==> src/rtl/uart_rx_fifo.sv <==
// ---------------------------------------------------------------------------------------------
// uart_rx_fifo
//
// Oversampling UART receiver feeding a first-word-fall-through receive FIFO.
// The serial line is synchronised, framed by a small FSM driven by a free-running
// CLK-domain bit timer, and every good byte is queued for the downstream consumer.
//
// Optional feature macro: UART_RX_PARITY_EN
//   undefined : 8N1 frames, no parity logic.
//   defined   : 8E1 frames; a parity mismatch discards the byte and pulses FERR.
//
// Parameters
//   CLK_DIV  CLK cycles per bit (>= 4); the start bit is sampled at CLK_DIV/2.
//   FIFO_AW  FIFO address width; depth is 2**FIFO_AW.
//
// Ports
//   CLK     in   sole clock, rising edge.
//   RST_N   in   asynchronous active-low reset.
//   RXD     in   asynchronous serial line, idle high.
//   DOUT    out  head-of-FIFO byte, meaningful while DVALID is high.
//   DVALID  out  FIFO not empty.
//   DREADY  in   consumer takes DOUT when DVALID & DREADY.
//   FERR    out  one-cycle pulse: bad stop bit (or parity mismatch).
//   OVF     out  one-cycle pulse: good byte dropped because the FIFO was full.
//   LEVEL   out  FIFO occupancy, 0 .. 2**FIFO_AW.
// ---------------------------------------------------------------------------------------------
module uart_rx_fifo #(
  parameter int unsigned CLK_DIV = 434,
  parameter int unsigned FIFO_AW = 3
) (
  input  logic               CLK,
  input  logic               RST_N,
  input  logic               RXD,
  output logic [7:0]         DOUT,
  output logic               DVALID,
  input  logic               DREADY,
  output logic               FERR,
  output logic               OVF,
  output logic [FIFO_AW:0]   LEVEL
);

  localparam int unsigned Depth = 1 << FIFO_AW;
  localparam int unsigned TimerW = $clog2(CLK_DIV);
  localparam logic [TimerW-1:0] HalfLoad = TimerW'(CLK_DIV / 2 - 1);
  localparam logic [TimerW-1:0] BitLoad = TimerW'(CLK_DIV - 1);
  localparam logic [FIFO_AW:0] FullLevel = (FIFO_AW + 1)'(Depth);

  typedef enum logic [2:0] {
    StIdle,
    StStart,
    StData,
`ifdef UART_RX_PARITY_EN
    StParity,
`endif
    StStop,
    StBreak
  } state_e;

  // ------------------------------------------------------------------------------------------
  // Input synchroniser (resets to the idle-high line level)
  // ------------------------------------------------------------------------------------------
  logic rx_meta_q;
  logic rxs_q;

  always_ff @(posedge CLK or negedge RST_N) begin
    if (!RST_N) begin
      rx_meta_q <= 1'b1;
      rxs_q     <= 1'b1;
    end else begin
      rx_meta_q <= RXD;
      rxs_q     <= rx_meta_q;
    end
  end

  // ------------------------------------------------------------------------------------------
  // Receive FSM
  // ------------------------------------------------------------------------------------------
  state_e            state_q, state_d;
  logic [TimerW-1:0] timer_q, timer_d;
  logic [2:0]        bit_idx_q, bit_idx_d;
  logic [7:0]        shreg_q, shreg_d;
  logic              tick;
  logic              push;
  logic              ferr_set;
`ifdef UART_RX_PARITY_EN
  logic              par_err_q, par_err_d;
`endif

  assign tick = (timer_q == '0);

  always_comb begin
    state_d   = state_q;
    // Timer free-runs down to zero and parks there; states reload it when needed.
    timer_d   = tick ? timer_q : timer_q - TimerW'(1);
    bit_idx_d = bit_idx_q;
    shreg_d   = shreg_q;
    push      = 1'b0;
    ferr_set  = 1'b0;
`ifdef UART_RX_PARITY_EN
    par_err_d = par_err_q;
`endif

    case (state_q)
      StIdle: begin
        if (!rxs_q) begin
          state_d = StStart;
          timer_d = HalfLoad;
        end
      end

      StStart: begin
        if (tick) begin
          if (rxs_q) begin
            // Line went back high before mid start bit: treat as a glitch.
            state_d = StIdle;
          end else begin
            state_d   = StData;
            bit_idx_d = 3'd0;
            timer_d   = BitLoad;
`ifdef UART_RX_PARITY_EN
            par_err_d = 1'b0;
`endif
          end
        end
      end

      StData: begin
        if (tick) begin
          shreg_d[bit_idx_q] = rxs_q;
          timer_d            = BitLoad;
          if (bit_idx_q == 3'd7) begin
`ifdef UART_RX_PARITY_EN
            state_d = StParity;
`else
            state_d = StStop;
`endif
          end else begin
            bit_idx_d = bit_idx_q + 3'd1;
          end
        end
      end

`ifdef UART_RX_PARITY_EN
      StParity: begin
        if (tick) begin
          // Even parity: the parity bit equals the XOR of the data bits.
          par_err_d = rxs_q ^ (^shreg_q);
          timer_d   = BitLoad;
          state_d   = StStop;
        end
      end
`endif

      StStop: begin
        // Sampling mid stop bit and returning to idle leaves half a bit of
        // margin to catch a zero-gap next start bit.
        if (tick) begin
          if (rxs_q) begin
`ifdef UART_RX_PARITY_EN
            if (par_err_q) begin
              ferr_set = 1'b1;
            end else begin
              push = 1'b1;
            end
`else
            push = 1'b1;
`endif
            state_d = StIdle;
          end else begin
            ferr_set = 1'b1;
            state_d  = StBreak;
          end
        end
      end

      StBreak: begin
        // A long low line reports one framing error, then waits for idle.
        if (rxs_q) begin
          state_d = StIdle;
        end
      end

      default: state_d = StIdle;
    endcase
  end

  always_ff @(posedge CLK or negedge RST_N) begin
    if (!RST_N) begin
      state_q   <= StIdle;
      timer_q   <= '0;
      bit_idx_q <= 3'd0;
      shreg_q   <= 8'h00;
    end else begin
      state_q   <= state_d;
      timer_q   <= timer_d;
      bit_idx_q <= bit_idx_d;
      shreg_q   <= shreg_d;
    end
  end

`ifdef UART_RX_PARITY_EN
  always_ff @(posedge CLK or negedge RST_N) begin
    if (!RST_N) begin
      par_err_q <= 1'b0;
    end else begin
      par_err_q <= par_err_d;
    end
  end
`endif

  // ------------------------------------------------------------------------------------------
  // Receive FIFO (first-word fall-through)
  // ------------------------------------------------------------------------------------------
  logic [7:0]         mem_q [Depth];
  logic [FIFO_AW-1:0] wptr_q, rptr_q;
  logic [FIFO_AW:0]   count_q;
  logic               full;
  logic               pop;
  logic               do_push;
  logic               ovf_set;
  logic               ferr_q, ovf_q;

  assign full    = (count_q == FullLevel);
  assign pop     = DVALID & DREADY;
  // A pop in the same cycle frees the slot, so a full FIFO can still accept.
  assign do_push = push & (~full | pop);
  assign ovf_set = push & full & ~pop;

  always_ff @(posedge CLK or negedge RST_N) begin
    if (!RST_N) begin
      for (int i = 0; i < int'(Depth); i++) begin
        mem_q[i] <= 8'h00;
      end
      wptr_q  <= '0;
      rptr_q  <= '0;
      count_q <= '0;
      ferr_q  <= 1'b0;
      ovf_q   <= 1'b0;
    end else begin
      if (do_push) begin
        mem_q[wptr_q] <= shreg_q;
        wptr_q        <= wptr_q + FIFO_AW'(1);
      end
      if (pop) begin
        rptr_q <= rptr_q + FIFO_AW'(1);
      end
      case ({do_push, pop})
        2'b10:   count_q <= count_q + (FIFO_AW + 1)'(1);
        2'b01:   count_q <= count_q - (FIFO_AW + 1)'(1);
        default: count_q <= count_q;
      endcase
      ferr_q <= ferr_set;
      ovf_q  <= ovf_set;
    end
  end

  assign DOUT   = mem_q[rptr_q];
  assign DVALID = (count_q != '0);
  assign LEVEL  = count_q;
  assign FERR   = ferr_q;
  assign OVF    = ovf_q;

endmodule

==> config.mk <==
export PLATFORM = sky130hd
export DESIGN_NAME = uart_rx_fifo
export DESIGN_NICKNAME = d
export VERILOG_FILES = /design/src/rtl/uart_rx_fifo.sv
export SDC_FILE = /design/constraint.sdc
export NUM_CORES = 1
export LEC_CHECK = 0
export ABC_AREA = 0
export BUFFER_PORTS_ARGS = -buffer_cell sky130_fd_sc_hd__buf_2
export CORE_MARGIN = 2
export CORE_UTILIZATION = 57
export CTS_CLUSTER_DIAMETER = 100
export DETAILED_ROUTE_END_ITERATION = 8
export GPL_ROUTABILITY_DRIVEN = 0
export GPL_TIMING_DRIVEN = 0
export PLACE_DENSITY = 0.79
export SYNTH_ARGS = -nofsm -noshare
export SYNTH_HDL_FRONTEND = slang
export SYNTH_SLANG_ARGS = --single-unit
==> constraint.sdc <==
create_clock -name CLK -period 9 [get_ports CLK]
set_input_delay 1.8 -clock CLK [delete_from_list [all_inputs] [get_ports CLK]]
set_output_delay 1.8 -clock CLK [all_outputs]
set_load 0.02 [all_outputs]
Word-level counts from Yosys, hierarchy flattened
Index checks and enable logic that the tools add are counted.
Widths: inputs -> output; s select.
{"block": "totals", "input_bits": 4, "out_inout_bits": 15, "word_cells": 101, "ff_bits": 101}
{"block": "classes", "n_mux": 36, "bitwise_logic": 9, "reduce_logical": 10, "magnitude_cmp": 5, "add_sub_neg": 6, "eq_ne": 16}
{"cell": "$bwmux 64", "n": 1}
{"cell": "$mux 9", "n": 5}
{"cell": "$mux 3", "n": 11}
{"cell": "$pmux 9 s3", "n": 1}
{"cell": "$bmux 8 s3", "n": 1}
{"cell": "$demux 8 s3", "n": 1}
{"cell": "$mux 8", "n": 3}
{"cell": "$ne 2x2->1 const B", "n": 8}
{"cell": "$pmux 3 s5", "n": 1}
{"cell": "$add 3x1->3 const B", "n": 3}
{"cell": "$logic_not 9->1", "n": 1}
{"cell": "$sub 9x1->9 const B", "n": 1}
{"cell": "$bwmux 8", "n": 1}
{"cell": "$ge 4x4->1 const B", "n": 2}
{"cell": "$not 3->4", "n": 2}
{"cell": "$pmux 4 s2", "n": 1}
{"cell": "$mux 1", "n": 7}
{"cell": "$eq 3x2->1 const B", "n": 2}
{"cell": "$eq 3x3->1 const B", "n": 2}
{"cell": "$pmux 3 s2", "n": 1}
{"cell": "$reduce_and 6->1", "n": 1}
{"cell": "$reduce_and 5->1", "n": 1}
{"cell": "$add 4x1->4 const B", "n": 1}
{"cell": "$and 1x1->1", "n": 4}
{"cell": "17 further kinds", "n": 20}

Depth between registers and ports, before layout
{"block": "logic_depth", "ltp_word": 6, "ltp_mapped": 12, "depth_no_buf": 12}

Worst setup path after synthesis
No wires, ideal clock.
{"block": "synth_path", "path_kind": "reg2out", "start": "register rptr_q[0]", "end": "output DOUT[0]", "n_path_buf": 2, "stages_incl_launch_ff": 5, "arrival_ns": 1.948, "required_ns": 7.200, "slack_ns": 5.252, "path_cell_list": "dfrtp_1 > clkbuf_1 > buf_2 > mux4_2 > mux2_2"}
{"block": "synth_between", "elab_chain_len": 4}
{"item": "start, declared", "line": "215", "text": "logic [FIFO_AW-1:0] wptr_q, rptr_q;"}
{"item": "start signal, assigned", "line": "245", "text": "rptr_q <= rptr_q + FIFO_AW'(1);"}
{"item": "$not 3->4 (not written as such)", "line": "257", "text": "assign DOUT = mem_q[rptr_q];"}
{"item": "$bmux 8 s3", "line": "257"}
{"item": "$mux 8 (not written as such) (2 in a row)", "line": "257"}
{"item": "end, declared", "line": "34", "text": "output logic [7:0] DOUT,"}
Every way passes these cells. The select of a mux whose other input is x is not followed.

Final worst setup path
{"block": "layout_path", "start": "register rptr_q[0]", "end": "output DOUT[6]"}
Same word-level chain as after synthesis.

==> flow_summary.json <==
{
  "synth_compound_area_share_pct": 3.82,
  "yosysWarnings": 0,
  "pwr-share-clk_pct": 36.1,
  "finalCritPeriodShare_pct": 50.1,
  "maxSlewViolCount": 0,
  "regToRegEndpoint": "LEVEL[2]",
  "place_area_sq_mm": 0.00533,
  "synth_xor_area_share_pct": 2.07,
  "rsz0062_at_grt": "no",
  "hold_depth": 0,
  "place_ws_ns": 4.84,
  "die-area_sq_mm": 0.00968,
  "dieHeight_um": 98.4,
  "synth-simple-area-share_pct": 12.0,
  "min-delay-start": "rx_meta_q",
  "final_common_cell": "dfrtp_1",
  "die_w_um": 98.4,
  "ys_seq_area_share_pct": 49.8,
  "critPathKind": "flop to output port",
  "avgSynthCellArea_sq_um": 14.1,
  "max_cap_violations": 0,
  "first_global_vias": 3100,
  "cts_htree_levels": 3,
  "io_pins": 19,
  "cp_max_fo": 10,
  "clock.fmax_mhz": 222,
  "nets": 403,
  "path_cells": "clkbuf_1, buf_2, mux4_2, mux2_2, buf_2",
  "fin_skew_ns": 0.0126,
  "worst_setup_path_start_kind": "flop",
  "clock_latency_ns": 0.36,
  "cts.sinks": 101,
  "end_kind": "output port",
  "ys.flop_type": "dfrtp_1",
  "ctsLongestPathBuffers": 2,
  "worstReg2RegStart": "timer_q[0]",
  "portBuffers": 18,
  "wl_per_cell_um": 18.0,
  "ff2ff_path_depth": 12,
  "synth_area_sq_mm": 0.00508,
  "final_area_sq_mm": 0.00552,
  "synth_nets": 373,
  "path_clk_slew_ns": 0.10,
  "synthCells": 359,
  "crit_path_start": "rptr_q[0]",
  "path_buf_inv": 3,
  "layout_common_cells": "dfrtp_1, mux2_2, mux2_4, buf_2, mux4_2",
  "seqPwrFrac_pct": 62.2,
  "grt_remaining_overflow": 0,
  "drive_gt1_share_pct": 39.6,
  "area_growth_pct": 8.65,
  "setup_slack_ns": 4.49,
  "finalSetupTns_ns": 0,
  "post-route-util_pct": 63.6,
  "antenna_cells": 0,
  "synth_edf_count": 0,
  "grt_pass1_wl_um": 15700,
  "wl_um": 9020,
  "whs_endpoint": "rxs_q",
  "required_ns": 7.20,
  "postRouteAntennaNets": 0,
  "vias": 2942,
  "power_uw": 731,
  "grt_max_degree": 58,
  "p_comb_share_pct": 1.7,
  "cts_made_buffers": 9,
  "tightest_slew_ns": 0.677,
  "rows": 34,
  "cts_hold_buf": 0,
  "cts_resized": 0,
  "intPower_uw": 567,
  "p_sw_share_pct": 22.5,
  "crit_arrival_ns": 2.71,
  "synth_fa_ha_area_share_pct": 2.46,
  "maxSlewHeadroom_pct": 54.7,
  "synth_top_family_by_area": "multiplexers",
  "ir_worst_vdd_v": 0.0000746,
  "synthMuxAreaShare_pct": 27.7,
  "ys_types": 55,
  "p_leak_nw": 2.63,
  "cts_root_buf": "clkbuf_8",
  "cp_slowest_cell": "mux4_2",
  "crit_top_cell": "buf_2",
  "setup_violations": 0,
  "p_switching_uw": 165,
  "min_period_ns": 4.51,
  "reg2reg_setup_slack_ns": 5.68,
  "ys_seq_elements": 101,
  "power_density_mw_per_mm2": 133,
  "crit_family": "buffers and inverters",
  "drt_iter0_markers": 121,
  "viasPerCell": 5.86,
  "post-route-drc-count": 0,
  "antenna_found_initial": 0,
  "start_util_pct": 58.5,
  "cpPeakStageDelay_ns": 0.57,
  "drt-pass1-iter-count": 4,
  "hold_path.class": "flop to flop",
  "post_cts_buffers": 0,
  "grtUsageTotal_pct": 20.3,
  "hold_viol_final": 0,
  "dp_hpwl_um": 6320,
  "async_flop_share_pct": 100,
  "outcome": "completed",
  "core_sq_mm": 0.00868,
  "cts_tree": "built"
}
-- flip-flops by register name, summed over array words and instances (netlist names) --
register	flops
shreg_q	8
FERR	1
bit_idx_q	3
rx_meta_q	1
LEVEL	4
rptr_q	3
timer_q	9
wptr_q	3
rxs_q	1
OVF	1
state_q	3
mem_q	64
-- power by group through the flow --
| stage | logic, mW | registers (mW) | clock network (mW) |
|---|---|---|---|
| final | 0.0126 | 0.455 | 0.264 |
| after global routing | 0.0148 | 0.455 | 0.291 |
| after CTS | 0.0134 | 0.455 | 0.273 |
| after detailed placement | 0.0134 | 0.464 | 0 |
| after global placement | 0.0113 | 0.464 | 0 |
| after floorplan | 0.00145 | 0.464 | 0 |
-- area by class of cell --
cell class	instances	area, sq um
inverters	5	18.8
multi-input cells	236	2440
fillers	661	3160
clock buffers	10	138
well taps	108	135
clock inverters	6	46.3
flip-flops and latches	101	2530
repair buffers	19	120
plain buffers	17	90.1
-- worst max-delay path by stage --
stage	end	slack, ns	cells past startpoint
floorplan	DOUT[0]	5.25	4
global placement	DOUT[7]	4.83	5
detailed placement	DOUT[6]	4.84	5
CTS	DOUT[6]	4.42	5
global route	DOUT[6]	4.29	5
finish	DOUT[6]	4.49	5
-- Yosys cell counts (2+ instances only) --
| master | number | area share (%) |
|---|---|---|
| nand3_1 | 6 | 0.59 |
| nor4_1 | 3 | 0.37 |
| xor2_1 | 4 | 0.69 |
| nor4_4 | 4 | 1.7 |
| a2111oi_0 | 2 | 0.34 |
| xnor2_1 | 8 | 1.4 |
| nand2b_1 | 7 | 0.86 |
| inv_1 | 4 | 0.30 |
| or4b_1 | 2 | 0.39 |
| mux2_4 | 24 | 7.1 |
| mux4_2 | 16 | 7.1 |
| a21oi_1 | 6 | 0.59 |
| o211ai_1 | 2 | 0.30 |
| nand4b_1 | 3 | 0.52 |
| a22o_1 | 2 | 0.34 |
| ha_1 | 10 | 2.5 |
| buf_6 | 3 | 0.67 |
| nor2_1 | 14 | 1.0 |
| nand3b_1 | 2 | 0.30 |
| nor4b_4 | 2 | 0.94 |
| mux2_2 | 60 | 13 |
| dfrtp_1 | 99 | 49 |
| buf_1 | 2 | 0.15 |
| or4_1 | 2 | 0.30 |
| dfstp_2 | 2 | 1.0 |
| nor3b_1 | 3 | 0.44 |
| or3b_2 | 2 | 0.34 |
| buf_2 | 3 | 0.30 |
| nor2b_1 | 4 | 0.49 |
| clkbuf_1 | 9 | 0.67 |
| o21ai_0 | 5 | 0.49 |
| nand4_1 | 4 | 0.49 |
| nand2_1 | 14 | 1.0 |
| nor3_1 | 5 | 0.49 |
-- kinds of logic (layout without fill, tap and decap cells) --
logic type,after synthesis,after routing
mux,101,101
flops,101,101
simple gates,85,85
compound gates,28,28
buf+inv,22,57
xor+xnor,12,12
fa+ha+maj,10,10
-- metal layers --
metal  track usage, %  vias to the layer above  wire length, um
met5                0                        -                0
met4             5.37                        0               72
met3             3.94                        6              213
met2             33.1                       30             4440
met1             28.3                     1509             4300
li1                 -                     1397                -
-- metrics by stage --
step                instances  hold slack, ns
floorplan                 359           0.345
global placement          485           0.347
detailed placement        486           0.353
CTS                       502           0.366
global route              502           0.373
finish                    502           0.363
(Power assumes the default switching activity.)
